### config.mk
export PLATFORM = sky130hd
export DESIGN_NAME = uart_tx_serializer
export DESIGN_NICKNAME = d
export VERILOG_FILES = /design/src/rtl/uart_tx_serializer.sv
export SDC_FILE = /design/constraint.sdc
export NUM_CORES = 1
export LEC_CHECK = 0
export CAP_MARGIN = 20
export CORE_ASPECT_RATIO = 1.2
export CORE_MARGIN = 10
export CORE_UTILIZATION = 29
export CTS_BUF_LIST = sky130_fd_sc_hd__clkbuf_16
export CTS_CLUSTER_DIAMETER = 50
export DETAILED_ROUTE_END_ITERATION = 10
export GPL_TIMING_DRIVEN = 0
export SLEW_MARGIN = 10
export SYNTH_ARGS = -nofsm -noshare
export SYNTH_HDL_FRONTEND = slang
export SYNTH_SLANG_ARGS = --single-unit
### constraint.sdc
create_clock -name baud_out -period 2.8 [get_ports baud_out]
set_clock_uncertainty 0.05 [all_clocks]
set_input_delay 0.28 -clock baud_out [delete_from_list [all_inputs] [get_ports baud_out]]
set_output_delay 0.28 -clock baud_out [all_outputs]
set_load 0.02 [all_outputs]
### src/rtl/uart_tx_serializer.sv
// UART transmit serializer: builds start/data/parity/stop frames, one-deep holding register.
// Optional line-break generation when UART_TX_BREAK_EN is defined (adds the break_req input).
module uart_tx_serializer #(
  parameter int DATA_W_MAX = 8
) (
  input  logic                  baud_out,
  input  logic                  rst,
  input  logic                  send,
  input  logic [DATA_W_MAX-1:0] data_in,
  input  logic [3:0]            data_len,
  input  logic [1:0]            parity_type,
  input  logic                  stop_bits,
`ifdef UART_TX_BREAK_EN
  input  logic                  break_req,
`endif
  output logic                  data_out,
  output logic                  p_parity_out,
  output logic                  tx_active,
  output logic                  tx_done,
  output logic                  ready,
  output logic                  overrun
);
  localparam int LEN_W = 5;
  localparam logic [LEN_W-1:0] LEN_MIN = LEN_W'(5);
  localparam logic [LEN_W-1:0] LEN_MAX = LEN_W'(DATA_W_MAX);

  typedef enum logic [2:0] {S_IDLE, S_START, S_DATA, S_PARITY, S_STOP1, S_STOP2} state_t;

  typedef struct packed {
    logic [DATA_W_MAX-1:0] data;
    logic [LEN_W-1:0]      len;
    logic                  par_en;
    logic                  par_bit;
    logic                  stop2;
  } frame_t;

  state_t           state_q, state_d;
  frame_t           cur_q, cur_d, hold_q, hold_d, new_frame, fr;
  logic             hold_valid_q, hold_valid_d;
  logic [LEN_W-1:0] cnt_q, cnt_d;
  logic             send_q, send_d;
  logic             data_out_q, data_out_d;
  logic             p_parity_q, p_parity_d;
  logic             tx_active_q, tx_active_d;
  logic             tx_done_q, tx_done_d;
  logic             ready_q, ready_d;
  logic             overrun_q, overrun_d;

  logic                  brk, req, accept;
  logic                  launch_new, launch_hold, to_idle, frame_end;
  logic [LEN_W-1:0]      cap_len;
  logic [DATA_W_MAX-1:0] len_mask;
  logic                  data_par;

`ifdef UART_TX_BREAK_EN
  assign brk = break_req;
`else
  assign brk = 1'b0;
`endif

  assign req    = send_q & ~send;
  assign accept = req & ready_q;

  always_comb begin
    if ({1'b0, data_len} < LEN_MIN)
      cap_len = LEN_MIN;
    else if ({1'b0, data_len} > LEN_MAX)
      cap_len = LEN_MAX;
    else
      cap_len = {1'b0, data_len};
  end

  for (genvar gi = 0; gi < DATA_W_MAX; gi++) begin : g_mask
    assign len_mask[gi] = (LEN_W'(gi) < cap_len);
  end

  // Parity covers only the bits that will actually be sent.
  assign data_par = ^(data_in & len_mask);

  always_comb begin
    new_frame.data    = data_in & len_mask;
    new_frame.len     = cap_len;
    new_frame.par_en  = (parity_type == 2'b01) || (parity_type == 2'b10);
    new_frame.par_bit = (parity_type == 2'b01) ? ~data_par :
                        (parity_type == 2'b10) ?  data_par : 1'b0;
    new_frame.stop2   = stop_bits;
  end

  always_comb begin
    state_d      = state_q;
    cur_d        = cur_q;
    hold_d       = hold_q;
    hold_valid_d = hold_valid_q;
    cnt_d        = cnt_q;
    send_d       = send;
    data_out_d   = data_out_q;
    p_parity_d   = p_parity_q;
    tx_active_d  = tx_active_q;
    tx_done_d    = 1'b0;
    overrun_d    = req & ~ready_q;
    launch_new   = 1'b0;
    launch_hold  = 1'b0;
    to_idle      = 1'b0;
    frame_end    = 1'b0;
    fr           = new_frame;

    case (state_q)
      S_IDLE: begin
        if (hold_valid_q && !brk)
          launch_hold = 1'b1;
        else if (accept && !brk)
          launch_new = 1'b1;
        else
          to_idle = 1'b1;
      end
      S_START: begin
        state_d    = S_DATA;
        data_out_d = cur_q.data[0];
        cur_d.data = cur_q.data >> 1;
        cnt_d      = cur_q.len - LEN_W'(1);
      end
      S_DATA: begin
        if (cnt_q != '0) begin
          data_out_d = cur_q.data[0];
          cur_d.data = cur_q.data >> 1;
          cnt_d      = cnt_q - LEN_W'(1);
        end else if (cur_q.par_en) begin
          state_d    = S_PARITY;
          data_out_d = cur_q.par_bit;
        end else begin
          state_d    = S_STOP1;
          data_out_d = 1'b1;
        end
      end
      S_PARITY: begin
        state_d    = S_STOP1;
        data_out_d = 1'b1;
      end
      S_STOP1: begin
        if (cur_q.stop2) begin
          state_d    = S_STOP2;
          data_out_d = 1'b1;
        end else begin
          frame_end = 1'b1;
        end
      end
      S_STOP2: frame_end = 1'b1;
      default: to_idle = 1'b1;
    endcase

    // A break pending at frame end wins over a queued frame.
    if (frame_end) begin
      tx_done_d = 1'b1;
      if (hold_valid_q && !brk)
        launch_hold = 1'b1;
      else
        to_idle = 1'b1;
    end

    if (launch_hold)
      fr = hold_q;
    if (launch_new || launch_hold) begin
      state_d     = S_START;
      cur_d       = fr;
      data_out_d  = 1'b0;
      tx_active_d = 1'b1;
      p_parity_d  = fr.par_bit;
    end
    if (to_idle) begin
      state_d     = S_IDLE;
      data_out_d  = ~brk;
      tx_active_d = brk;
      p_parity_d  = 1'b0;
    end

    if (launch_hold)
      hold_valid_d = 1'b0;
    if (accept && !launch_new) begin
      hold_d       = new_frame;
      hold_valid_d = 1'b1;
    end
    ready_d = ~hold_valid_d;
  end

  always_ff @(posedge baud_out) begin
    if (rst) begin
      state_q      <= S_IDLE;
      cur_q        <= '0;
      hold_q       <= '0;
      hold_valid_q <= 1'b0;
      cnt_q        <= '0;
      send_q       <= 1'b1;
      data_out_q   <= 1'b1;
      p_parity_q   <= 1'b0;
      tx_active_q  <= 1'b0;
      tx_done_q    <= 1'b0;
      ready_q      <= 1'b1;
      overrun_q    <= 1'b0;
    end else begin
      state_q      <= state_d;
      cur_q        <= cur_d;
      hold_q       <= hold_d;
      hold_valid_q <= hold_valid_d;
      cnt_q        <= cnt_d;
      send_q       <= send_d;
      data_out_q   <= data_out_d;
      p_parity_q   <= p_parity_d;
      tx_active_q  <= tx_active_d;
      tx_done_q    <= tx_done_d;
      ready_q      <= ready_d;
      overrun_q    <= overrun_d;
    end
  end

  assign data_out     = data_out_q;
  assign p_parity_out = p_parity_q;
  assign tx_active    = tx_active_q;
  assign tx_done      = tx_done_q;
  assign ready        = ready_q;
  assign overrun      = overrun_q;

endmodule
==> After elaboration in Yosys (flattened, before gate mapping) <==
Cells that the tools add are included.
{ "word_totals": {"regBits": 48, "input_bits": 18, "output_inout_bits": 6, "wordCells": 110} }
{ "classes": {"addsub": 2, "n_lt_le_gt_ge": 10, "n_eq_ne": 13, "muxes": 37, "n_bitwise": 8, "reduce_logical": 19} }
{ "op_table": {"columns": ["op", "count"], "rows": [
  ["$mux W16", 2],
  ["$mux W1", 22],
  ["$lt A3 B5 Y1 const A", 4],
  ["$pmux W8 S2", 1],
  ["$pmux W3 S4", 1],
  ["$lt A1 B5 Y1 const A", 2],
  ["$lt A2 B5 Y1 const A", 2],
  ["$mux W5", 2],
  ["$pmux W5 S2", 1],
  ["$reduce_bool A5 Y1", 2],
  ["$sub A5 B1 Y5 const B", 2],
  ["$mux W3", 3],
  ["$ne A3 B3 Y1 const B", 3],
  ["$and A8 B8 Y8", 1],
  ["$mux W8", 1],
  ["$reduce_xor A8 Y1", 1],
  ["$eq A3 B2 Y1 const B", 2],
  ["$eq A3 B3 Y1 const B", 2],
  ["$ne A2 B2 Y1 const B", 3],
  ["$reduce_and A2 Y1", 3],
  ["$reduce_and A3 Y1", 2],
  ["$reduce_or A5 Y1", 1],
  ["$gt A4 B4 Y1 const B", 1],
  ["$lt A4 B3 Y1 const B", 1],
  ["other kinds (17)", 24]
]} }

==> Depth between registers and ports, before layout <==
Gate-level depths: netlist of the first run.
{ "logic_depth": {"depth_word": 10, "ltp_mapped": 8, "depth_no_buf": 7} }

==> Worst setup path after synthesis of the first run <==
No wires, ideal clock.
{ "synth_path": {"kind": "reg-to-reg", "from": "register state_q[0]", "to": "register cnt_q[4]", "setup_time_ns": 0.128, "arrival_time_ns": 1.724, "t_required_ns": 2.622, "setup_slack_ns": 0.898, "stages_incl_launch_ff": 8, "n_path_buf": 1, "synth_period_minus_slack_ns": 1.902, "path_cell_list": "dfxtp_1 -> buf_6 -> nor3b_2 -> mux2i_1 -> ha_1 -> o211ai_1 -> xnor2_1 -> nor2_1"} }
{ "synth_via": {"elab_chain_cells": 3, "elab_cells_between_ends": 6, "cone_classes": "3 x eq/ne; 1 x mux; 2 x reduce/logical"} }
{ "synth_lines": {"columns": ["element", "line_no", "source"], "rows": [
  ["start: declaration", "37", "state_t state_q, state_d;"],
  ["start signal: assignment", "200", "state_q <= state_d;"],
  ["$eq A3 B2 Y1 / $eq A3 B1 Y1 (equally long branches)", "107", "case (state_q)"],
  ["$ne A2 B2 Y1 (no line) / $reduce_bool A2 Y1 (equally long branches)", null, null],
  ["$reduce_and A2 Y1 (no line)", null, null],
  ["end signal: assignment", "204", "cnt_q <= cnt_d;"],
  ["end: declaration", "40", "logic [LEN_W-1:0] cnt_q, cnt_d;"]
]} }
Parallel ways exist; a longest one is shown, timed or not.
A chain may end at the register's enable or synchronous reset.

==> Worst setup path in the final report of the first run <==
Same ends and word-level chain as after synthesis.

==> results, run 1 <==
- STA puts the critical path data arrival time at 2.35 ns.
- The repair_antennas step left the layout with diodes totalling 0.
- The mapped cell area is 0.002371 sq mm.
- The number of H-tree branching levels is 2.
- Dividing the detail-routed via count by the number of cells gives 5.074.
- The root buffer cell is clkbuf_16.
- At the end of routability-driven placement, the weighted congestion stood at 0.8013.
- The final clock period utilization by the worst path is 80.15%.
- The number of synthesized flops with an enable pin is 0.
- Among all flip-flop cells after synthesis, the most frequent one is dfxtp_1.
- The number of buffers on the longest clock path is 2.
- The number of I/O pins is 24.
- The internal power contribution is 1.258 mW.
- The endpoint kind of the worst setup timing path is a flop.
- The final count of hold timing violations is 0.
- In this run the worst path has a maximum fanout of 9.
- The number of register bits inferred by synthesis is 46.
- Registers are responsible for 42.7% of the overall power.
- The number of antenna violations at the first check in global routing is 0.
- Summed over all layers, the routed wires come to 6.012 mm.
- Hold repair after CTS inserted 0 buffers.
- The most common cell after layout, fill and taps aside is dfxtp_1.
- The first global-routing pass estimated 9.818 mm of wire.
- For the pin with the worst max-slew slack, the measured transition is 0.6192 ns.
- The final max-slew violation count is 0.
- Dividing the detail-routed wire length by the instance count gives 14.88 microns.
- The initial standard-cell utilization of the core is 29.41%.
- The number of nets produced by synthesis is 300.
- The power density over cell area is 638.7 mW/mm^2.
- In this run the tool buffered the top-level ports with 22 buffer cells.
- The worst ir drop on vdd is 0.3404 mV.
- The headroom to the max-slew limit is 58.54%.
- The filler cells instantiated in the layout total 821.
- The flow ran to the end, and the final reports show no timing, DRC or antenna violations.
- Setup violations remaining at the end of the flow were counted as 0.
- Yosys printed 0 warnings.
- The proportion of register bits with asynchronous set or reset after synthesis is 0%.
- The clock period minus final worst setup slack is 2.244 ns.
- After clock tree synthesis, the clock-pin slew on the worst setup and hold paths is 0.06 ns.
- Cells fill 35.37% of the core in the end.
- The die is 102.5 microns wide.
- The count of unique library cells instantiated by Yosys is 59.
- The cell count after synthesis came out at 279.
- The tree built by TritonCTS fans out to 46 sinks.
- The number of clock buffers added by TritonCTS is 5.
- The average cell area after synthesis is 8.498 sq um.
- The number of vias in the routed layout is 2,050.
- The proportion of synthesized chip area in sequential cells is 38.84%.
- The via count of the first global-routing pass came to 1,990.
- The leftover overflow at the end of global routing is 0.
- The post-CTS setup-driven buffer insertion count is 0.
- OpenSTA, run right after detailed placement, puts the worst setup slack at 0.4275 ns.
- The startpoint type of the worst setup path is a flop.
- The die is 119.1 microns tall.
- The setup TNS after final layout is 0 ns.
- The first routing iteration left 157 violations.
- The die footprint is 0.01221 sq mm.
- For this run, design rule violations remaining after detail routing come to 0.
- The path class of the tightest hold or removal check is primary input to flop.
- Across the run, the number of max-cap violations was 0.
- The net load switching power is 563.5 uW.
- Global routing used 12.13% of the available met1 tracks.
- The maximum number of pins on one net before global-route repair is 15.
- Summed over all cells, the static leakage comes to 1.052 nW.
- The ratio of cells with drive above 1 in the final layout is 12.30%.
- In the post-route analysis, the smallest setup slack over all paths is 0.5558 ns.
- The clock tree from TritonCTS is built.
- The critical path required time is 2.91 ns.
- The floorplan row count is 36.
- The hold path startpoint is data_len[3].
- In the global route stage, met2 resource usage came out at 16.94%.
- Setup repair after global routing left no endpoint under its margin.
- In the final design database the tool counted 329 nets.
- The source-to-sink clock delay at the later pin of the worst-skew pair is 0.29 ns.
- The category of the critical setup timing path is flop to flop.
- Once the clock tree was built, the resizer swapped 0 gates to a different size.
- From synthesis to final layout, the design area changed by 20.26%.
- The worst hold path passes through 3 cells.
- The reg-to-reg critical path endpoint is cnt_q[4]$_SDFFE_PP0P_.
- The worst hold path terminates at hold_q[15]$_SDFFE_PP0P_.
- Global routing used 10.04% of the available tracks.
- The core region area is 0.008063 sq mm.
- The share of total power dissipated in the clock network is 31.6%.
- Setup slack on the worst reg-to-reg path comes out at 0.56 ns.
- The top cell types in the final layout, fill and taps aside, are dfxtp_1, nand2_1, a21oi_1, nor2_1, clkdlybuf4s50_1.
- The combinational share of power is 25.7%.
- The remaining antenna violation count after routing is 0.
- Global routing consumed, on the met3 layer, 2.429% of the routing resources.
- Based on the critical path, the design can be clocked at up to 0.4456 GHz.
- The start of the worst register-to-register path is state_q[0]$_SDFFE_PP0P_.
- The pre-antenna-repair detailed-routing pass consisted of 4 iterations.
- The fraction of power spent switching nets is 30.94%.
- The length in cells of the worst reg-to-reg path is 7.
- The detailed-placement wirelength estimate is 4.399 mm.
- The highest-utilization routing layer at the global route stage is met2.
-- power groups by stage --
| stage | clock [mW] | sequential (mW) | combinational (mW) |
|---|---|---|---|
| 3_3_place_gp | 0 | 0.791 | 0.463 |
| 4_1_cts | 0.582 | 0.778 | 0.470 |
| 3_5_place_dp | 0 | 0.792 | 0.467 |
| 6_report | 0.576 | 0.778 | 0.468 |
| 2_1_floorplan | 0 | 0.785 | 0.337 |
| 5_1_grt | 0.610 | 0.789 | 0.522 |
-- critical path, stage by stage (launching register included) --
cell	delay [ns]
dfxtp_1	0.31
buf_6	0.13
nor3b_2	0.54
mux2i_1	0.42
ha_1	0.29
o211ai_1	0.14
xnor2_1	0.20
nor2_1	0.05
-- how the worst max path moves through the flow --
| stage | from | end | slack [ns] | cells past startpoint |
|---|---|---|---|---|
| final | state_q[0]$_SDFFE_PP0P_ | cnt_q[4]$_SDFFE_PP0P_ | 0.56 | 7 |
| after global routing | state_q[0]$_SDFFE_PP0P_ | cnt_q[2]$_SDFFE_PP0P_ | 0.37 | 7 |
| after CTS | state_q[0]$_SDFFE_PP0P_ | cnt_q[4]$_SDFFE_PP0P_ | 0.54 | 7 |
| after detailed placement | data_in[0] | hold_q[1]$_SDFFE_PP0P_ | 0.43 | 7 |
| after global placement | data_in[0] | hold_q[1]$_SDFFE_PP0P_ | 0.44 | 7 |
| after floorplan | state_q[0]$_SDFFE_PP0P_ | cnt_q[4]$_SDFFE_PP0P_ | 0.90 | 7 |
-- flip-flops by register name, summed over array words and instances (netlist names) --
| register | cells |
|---|---|
| p_parity_out | 1 |
| tx_active | 1 |
| cur_q | 15 |
| tx_done | 1 |
| ready | 1 |
| hold_valid_q | 1 |
| overrun | 1 |
| hold_q | 15 |
| send_q | 1 |
| data_out | 1 |
| state_q | 3 |
| cnt_q | 5 |
-- kinds of logic after synthesis --
group,share of synthesized area (%)
AOI/OAI and AO/OA,22.32
xor gates and xnor gates,3.166
adders and majority gates,1.583
buffers and inverters,6.331
DFF,38.84
muxes,2.955
and+or+nand+nor,24.80
-- routing by layer --
metal | up-vias | routed length, microns
met5 | - | 0
met4 | 0 | 71
met3 | 6 | 230
met2 | 31 | 2977
met1 | 967 | 2733
li1 | 1046 | -
-- stage by stage --
step	area, sq um	power [mW]	cells	hold slack, ns
finish	2851	1.821	404	0.2369
global placement	2710	1.253	396	0.3895
detailed placement	2710	1.260	396	0.3948
floorplan	2371	1.122	279	0.3067
global route	2851	1.920	404	0.2581
CTS	2851	1.830	404	0.2344
-- final cells by class --
type | instances | area (sq um) | area share [%]
multi-input cells | 210 | 1300 | 45.59
flip-flops and latches | 46 | 920.9 | 32.29
repair buffers | 22 | 220.2 | 7.723
plain buffers | 17 | 127.6 | 4.476
clock buffers | 5 | 125.1 | 4.388
well taps | 95 | 118.9 | 4.169
inverters | 6 | 22.52 | 0.7898
clock inverters | 3 | 16.27 | 0.5704
-- cells in the mapped netlist (3+ instances only) --
library cell / n / share of area (%)
nor2_1: 23 / 3.6
a21oi_1: 26 / 5.5
nor2b_1: 3 / 0.79
nand4_1: 3 / 0.79
dfxtp_1: 46 / 39
o211ai_1: 3 / 0.95
nor3_1: 7 / 1.5
a31oi_1: 6 / 1.6
buf_6: 5 / 2.4
clkbuf_1: 5 / 0.79
buf_2: 3 / 0.63
mux2i_1: 7 / 3.0
ha_1: 3 / 1.6
nor3_2: 4 / 1.7
xnor2_1: 5 / 1.8
o21ai_0: 20 / 4.2
nand2_1: 44 / 7.0
inv_1: 6 / 0.95
nand3_1: 3 / 0.63
o221ai_1: 5 / 1.8
a211oi_1: 3 / 0.95
(Power assumes the default switching activity.)
==> inputs of run 2 (changes only) <==
clock period = 1.97 ns   (was 2.8 ns; I/O delays follow)
==> run 2 against run 1 <==
Final area is 3.0% higher. Global-route usage is 0.21 points higher. Sequential power is 43% higher. Wire length is 1.5% higher. Maximum frequency is 19% higher. Sequential share of layout area is 0.95 points lower. Clock-buffer cell count stayed put. First-iteration DRC count is 7.0% lower. Via count is 0.93% higher. Sequential cell count stayed put. Critical endpoint is now state_q[0]$_SDFFE_PP0P_. Highest routed layer unchanged.
==> results, run 2 (synthesized netlist as in run 1, its figures left out) <==
- The count of port buffers added during placement is 22 (unchanged).
- The root buffer cell is clkbuf_16.
- The final count of hold timing violations is 0 (unchanged).
- The data arrival time at the worst-slack endpoint is 2.01 ns (-0.34 ns).
- The startpoint type of the worst setup path is a flop.
- The max-cap check violation count came to 0 (unchanged).
- The global-route usage over all layers is 10.25% (+0.21 points).
- The endpoint kind of the worst setup timing path is a flop.
- The highest fanout seen on the critical path was 10 (+1).
- The most common cell after layout, fill and taps aside is dfxtp_1.
- The worst setup path is of the flop to flop kind.
- The post-detailed-route DRC marker count is 0 (unchanged).
- The clock sink count was 46 (unchanged).
- The number of vias in the routed layout is 2,069 (+0.93%).
- The placer congestion estimate is 0.8013 (unchanged).
- The width of the chip came to 102.5 microns (unchanged).
- The leakage power total was 1.121 nW (+6.6%).
- Setup repair after global routing could not meet its margin everywhere.
- The critical path required time is 2.10 ns (-0.81 ns).
- The largest registers in the layout are cur_q x15, hold_q x15, cnt_q x5.
- The final net count is 332 (+0.91%).
- The total power is 2.625 mW (+44%).
- In the layout the commonest cells are dfxtp_1, nand2_1, a21oi_1, nor2_1, clkdlybuf4s50_1.
- The final setup violation count is 0 (unchanged).
- The clock tree from TritonCTS is built.
- The initial standard-cell utilization of the core is 29.41% (unchanged).
- The number of H-tree branching levels is 2 (unchanged).
- The number of antenna violations at the first check in global routing is 0 (unchanged).
- The ratio of cells with drive above 1 in the final layout is 15.71% (+3.4 points).
- The setup slack of the most critical reg-to-reg path is 0.09 ns (-0.47 ns).
- The power density over cell area is 893.5 mW/mm^2 (+40%).
- The detailed-placement wirelength estimate is 4.399 mm (unchanged).
- The vertical die dimension is 119.1 microns (unchanged).
- The synthesis-to-finish area growth is 23.91%.
- The area used by multi-input combinational logic came to 0.001344 sq mm (+3.4%).
- The headroom to the max-slew limit is 57.05% (-1.5 points).
- The number of detailed-route iterations in the first pass is 4 (unchanged).
- The via count of the first global-routing pass is 2,015 (+1.3%).
- The post-detailed-route via-to-cell ratio is 5.084 (+0.18%).
- The delay of the slowest cell on the worst path is 0.32 ns (-0.22 ns).
- The number of I/O pins is 24 (unchanged).
- The core region area is 0.008063 sq mm (unchanged).
- The source-to-sink clock delay at the later pin of the worst-skew pair is 0.29 ns (about the same).
- The signal on the critical path passes through buf_6 > or2b_1 > nor2b_1 > nand3_1 > buf_4 > nand2_1 > a31oi_1 > a21oi_1.
- The number of fill cells is 808 (-1.6%).
- The CTS buffer count came to 5 (unchanged).
- The clock transition at the register clock pins on the worst setup and hold paths after CTS is 0.06 ns (about the same).
- The final clock period utilization by the worst path is 95.57% (+15 points).
- The maximum number of pins on one net before global-route repair is 15 (unchanged).
- The path type of the worst min-delay path is primary input to flop.
- The maximum achievable frequency is 0.5311 GHz (+19%).
- The slew at the pin closest to its max-slew limit is 0.6443 ns (+0.02510 ns).
- The initial DRC count is 146 (-7.0%).
- The first-pass GRT wire length was 10.01 mm (+1.9%).
- The remaining antenna violation count after routing is 0 (unchanged).
- The total area of sequential cells is 920.9 sq um (unchanged).
- The run finished with clean final reports.
- The setup TNS after final layout came to 0 ns (unchanged).
- The cell family contributing the most delay on the critical path is simple AND/OR/NAND/NOR gates.
- The number of antenna cells inserted is 0 (unchanged).
- The number of buffers on the longest clock path is 2 (unchanged).
- The leftover overflow at the end of global routing is 0 (unchanged).
- The worst ir drop on vdd is 0.4893 mV (+44%).
- The clock period minus final worst setup slack came to 1.883 ns (-0.3615 ns).
- The final max-slew violation count is 0 (unchanged).
- The average detailed-routed wire length per instance is 15.00 microns (+0.80%).
- The number of buffers and inverters on the critical path is 2 (+1).
- The floorplan row count came to 36 (unchanged).
- The critical-path cell with the highest stage delay is dfxtp_1.
- The die footprint is 0.01221 sq mm (unchanged).
- The total wire length was 6.105 mm (+1.5%).
- The cts-stage hold buffer count is 0 (unchanged).
## run 2: cell types whose count changed in the layout (fill, tap and decap cells not counted), sizes merged
cell           previous run  this run
dlymetal6s2s              0         4
clkdlybuf4s50            22        18
buf                      10        14
clkbuf                   12        11
## run 2: what timing repair did
action                     in CTS  in global routing
setup endpoints to repair      17                 26
buffers inserted                2                  2
cloned                          0                  0
pin swaps                       1                  3
gates resized for setup         5                 17
## run 2: path summary, 6_finish.rpt
path / startpoint / to / cells after the start
worst max-delay path: state_q[0]$_SDFFE_PP0P_ / state_q[0]$_SDFFE_PP0P_ / 8
worst min-delay path: data_len[3] / hold_q[15]$_SDFFE_PP0P_ / 3
worst max register to register: state_q[0]$_SDFFE_PP0P_ / state_q[0]$_SDFFE_PP0P_ / 8
worst min register to register: hold_q[5]$_SDFFE_PP0P_ / cur_q[5]$_SDFFE_PP0N_ / 2
## run 2: area by class of cell
cell class	count	area share (%)
Multi-Input combinational cell	210	45.74
Sequential cell	46	31.35
Timing Repair Buffer	26	8.859
Buffer	16	4.429
Clock buffer	5	4.259
Tap cell	95	4.046
Inverter	6	0.7666
Clock inverter	3	0.5537
## run 2: metal layers
| layer | global-route usage [%] | routed length, microns | part of all wire (%) |
|---|---|---|---|
| met5 | 0 | 0 | 0 |
| met1 | 12.39 | 2792 | 46 |
| met4 | 3.092 | 70 | 1.1 |
| met2 | 17.34 | 3016 | 49 |
| met3 | 2.429 | 226 | 3.7 |
## run 2: report_power, final
| group | internal, mW | switching, mW | leakage, nW |
|---|---|---|---|
| registers | 1.03 | 0.0784 | 0.375 |
| clock network | 0.463 | 0.352 | 0.0672 |
| logic | 0.321 | 0.381 | 0.679 |
| total | 1.81 | 0.812 | 1.12 |
## run 2: per-stage QoR
| stage | hold slack, ns | instances | cell area, sq um | setup WS, ns | util (%) |
|---|---|---|---|---|---|
| after CTS | 0.1514 | 406 | 2893 | 0.01076 | 35.88 |
| after detailed placement | 0.3948 | 396 | 2710 | -0.3195 | 33.61 |
| final | 0.1538 | 407 | 2938 | 0.08728 | 36.44 |
| after floorplan | 0.2237 | 279 | 2371 | 0.06800 | - |
| after global placement | 0.3895 | 396 | 2710 | -0.3061 | 33.61 |
| after global routing | 0.1751 | 407 | 2938 | -0.01046 | 36.44 |
## run 2: tightest hold or removal path, delay by kind of cell
family,cells,cell delay [ns]
AO/OA/AOI/OAI,1,0.05
AND/OR/NAND/NOR,1,0.07
buffers and inverters,1,0.12
==> inputs of run 3 (changes only) <==
CORE_MARGIN = 2   (was 10)
HOLD_SLACK_MARGIN = 0.02   (was unset)
==> run 3 against run 2 <==
Clock power up 16%. Sequential cell count unchanged. Sequential power barely moved. Core utilization increased by 0.50 points. Via count grew 0.92%. Wire length is 1.6% lower. Final area rose by 0.81%. Combinational power increased by 0.9%. First-iteration DRC count shrank 29%. Largest power group unchanged.
==> results, run 3 (synthesized netlist as in run 1, its figures left out) <==
- The width of the chip is 86.54 microns (-16%).
- The tree is rooted in a clkbuf_16.
- The final max-slew violation count is 0 (unchanged).
- The final setup violation count is 0 (unchanged).
- The area used by multi-input combinational logic is 0.001341 sq mm (-0.19%).
- The source-to-sink clock delay at the later pin of the worst-skew pair is 0.28 ns (about the same).
- STA classifies the critical path endpoint as a flop.
- The startpoint type of the worst setup path is a primary input.
- The post-detailed-route via-to-cell ratio was 5.118 (+0.67%).
- The clock transition at the register clock pins on the worst setup and hold paths after CTS is 0.07 ns (about the same).
- The initial standard-cell utilization of the core came to 29.57% (+0.17 points).
- The number of detailed-route iterations in the first pass is 4 (unchanged).
- The number of antenna violations at the first check in global routing is 0 (unchanged).
- The headroom to the max-slew limit is 58.46% (+1.4 points).
- The library cell used most frequently in the layout, excluding fill and tap cells, is dfxtp_1.
- TritonCTS built the clock tree.
- The number of fill cells came to 823 (+1.9%).
- The global-route usage over all layers is 13.90% (+3.6 points).
- The via count of the first global-routing pass is 1,918 (-4.8%).
- The clock sink count is 46 (unchanged).
- The clock period minus final worst setup slack was 1.904 ns (+0.02103 ns).
- The total wire length is 6.010 mm (-1.6%).
- The final clock period utilization by the worst path came to 96.64% (+1.1 points).
- The share of the core filled with cells came to 36.94% (+0.50 points).
- The number of buffers on the longest clock path is 2 (unchanged).
- In the layout the commonest cells are dfxtp_1, nand2_1, a21oi_1, nor2_1, clkdlybuf4s50_1.
- The maximum achievable frequency is 0.5253 GHz (-1.1%).
- The post-detailed-route DRC marker count is 0 (unchanged).
- The initial DRC count is 104 (-29%).
- The power density over cell area is 932.8 mW/mm^2 (+4.4%).
- The slew at the pin closest to its max-slew limit was 0.6231 ns (-0.02120 ns).
- The core region area is 0.008018 sq mm (-0.56%).
- The routed length on met1 is 2.726 mm (-2.4%).
- The CTS buffer count is 5 (unchanged).
- The total power is 2.762 mW (+5.2%).
- The number of I/O pins came to 24 (unchanged).
- The die footprint is 0.008918 sq mm (-27%).
- The final net count is 333 (+0.30%).
- The ratio of cells with drive above 1 in the final layout came to 15.97% (+0.27 points).
- The amount of wire on met3 after detailed routing came to 244 microns (+8.0%).
- The largest registers in the layout are cur_q x15, hold_q x15, cnt_q x5.
- The category of the critical setup timing path is primary input to flop.
- The max-cap check violation count came to 0 (unchanged).
- The remaining antenna violation count after routing is 0 (unchanged).
- The total area of sequential cells is 920.9 sq um (unchanged).
- The critical path required time is 2.09 ns (about the same).
- The uppermost layer routed is met4.
- The total met2 wirelength after detailed routing is 2.939 mm (-2.6%).
- The floorplan row count is 36 (unchanged).
- The flow ran to the end, and the final reports show no timing, DRC or antenna violations.
- The highest fanout seen on the critical path came to 3 (-7).
- The vertical die dimension was 103.1 microns (-13%).
- The number of antenna cells inserted is 0 (unchanged).
- Setup repair after global routing could not meet its margin everywhere.
- The count of port buffers added during placement was 22 (unchanged).
- The data arrival time at the worst-slack endpoint came to 2.02 ns (about the same).
- The maximum number of pins on one net before global-route repair is 15 (unchanged).
- The average detailed-routed wire length per instance came to 14.73 microns (-1.8%).
- The number of H-tree branching levels came to 2 (unchanged).
- The setup slack of the critical path after layout is 0.06625 ns (-0.02103 ns).
- The pre-CTS setup slack is -0.3087 ns (+0.01077 ns).
- The first-pass GRT wire length is 9.673 mm (-3.3%).
- The worst ir drop on vdd is 0.3946 mV (-19%).
- The detailed-placement wirelength estimate is 4.268 mm (-3.0%).
- The placer congestion estimate is 0.7862 (-1.9%).
- The leftover overflow at the end of global routing is 0 (unchanged).
- The final count of hold timing violations is 0 (unchanged).
- Compared with the post-synthesis result, the final layout area differs by 24.91%.
- The path class of the tightest hold or removal check is primary input to flop.
- The leakage power total came to 1.102 nW (-1.7%).
- The number of vias in the routed layout is 2,088 (+0.92%).
==> run 3: cell types whose count changed in the layout (fill, tap and decap cells not counted), sizes merged <==
| cell | previous run | this run |
|---|---|---|
| dlymetal6s2s | 4 | 0 |
| clkdlybuf4s50 | 18 | 20 |
| clkinv | 2 | 0 |
| dlygate4sd2 | 0 | 2 |
| buf | 14 | 15 |
| bufinv | 0 | 1 |
| inv | 6 | 7 |
==> run 3: final timing paths <==
| path | start | endpoint | slack [ns] | cells after the start |
|---|---|---|---|---|
| worst max register to register | state_q[0]$_SDFFE_PP0P_ | state_q[0]$_SDFFE_PP0P_ | 0.09 | 8 |
| worst min-delay path | data_len[3] | hold_q[15]$_SDFFE_PP0P_ | 0.15 | 3 |
| worst min register to register | hold_q[9]$_SDFFE_PP0P_ | cur_q[9]$_SDFFE_PP0P_ | 0.40 | 2 |
| worst max-delay path | data_in[0] | p_parity_out$_SDFFE_PP0N_ | 0.07 | 7 |
==> run 3: power breakdown <==
group          switching (mW)  internal, mW  leakage (nW)
Sequential             0.0811          1.03         0.375
Clock                   0.350         0.594        0.0812
Combinational           0.385         0.323         0.645
Total                   0.816          1.95          1.10
==> run 3: critical path: stages <==
cell and delay (ns):
clkdlybuf4s50_1 0.54, xnor2_1 0.16, xnor3_1 0.28, xor2_1 0.17, xnor2_1 0.21, mux2i_2 0.34
o21ai_1 0.12
==> run 3: per-stage QoR <==
step	hold slack [ns]	cells	TNS, ns	cell area, sq um
global placement	0.3890	396	-1.713	2710
floorplan	0.2237	279	0	2371
global route	0.1662	408	-0.04117	2962
CTS	0.1512	406	0	2924
detailed placement	0.3992	396	-2.310	2710
finish	0.1538	408	0	2962
==> run 3: area by class of cell <==
cell class              count  area share, %
plain buffers              15          4.352
flip-flops and latches     46          31.09
multi-input cells         210          45.29
clock inverters             3          1.394
inverters                   6         0.7605
well taps                  95          4.014
repair buffers             28          8.872
clock buffers               5          4.225
==> run 3: per-layer routing <==
metal	up-vias	track usage (%)
met1	973	17.86
met4	0	4.207
met5	-	0
met2	48	23.91
li1	1057	-
met3	10	2.242
==> run 3: repair_timing <==
action	CTS	global route
gates resized for setup	10	7
pin swaps	4	2
hold buffers	0	0
setup buffers	3	3
endpoints found under the setup margin	18	13
endpoints found under the hold margin	0	0
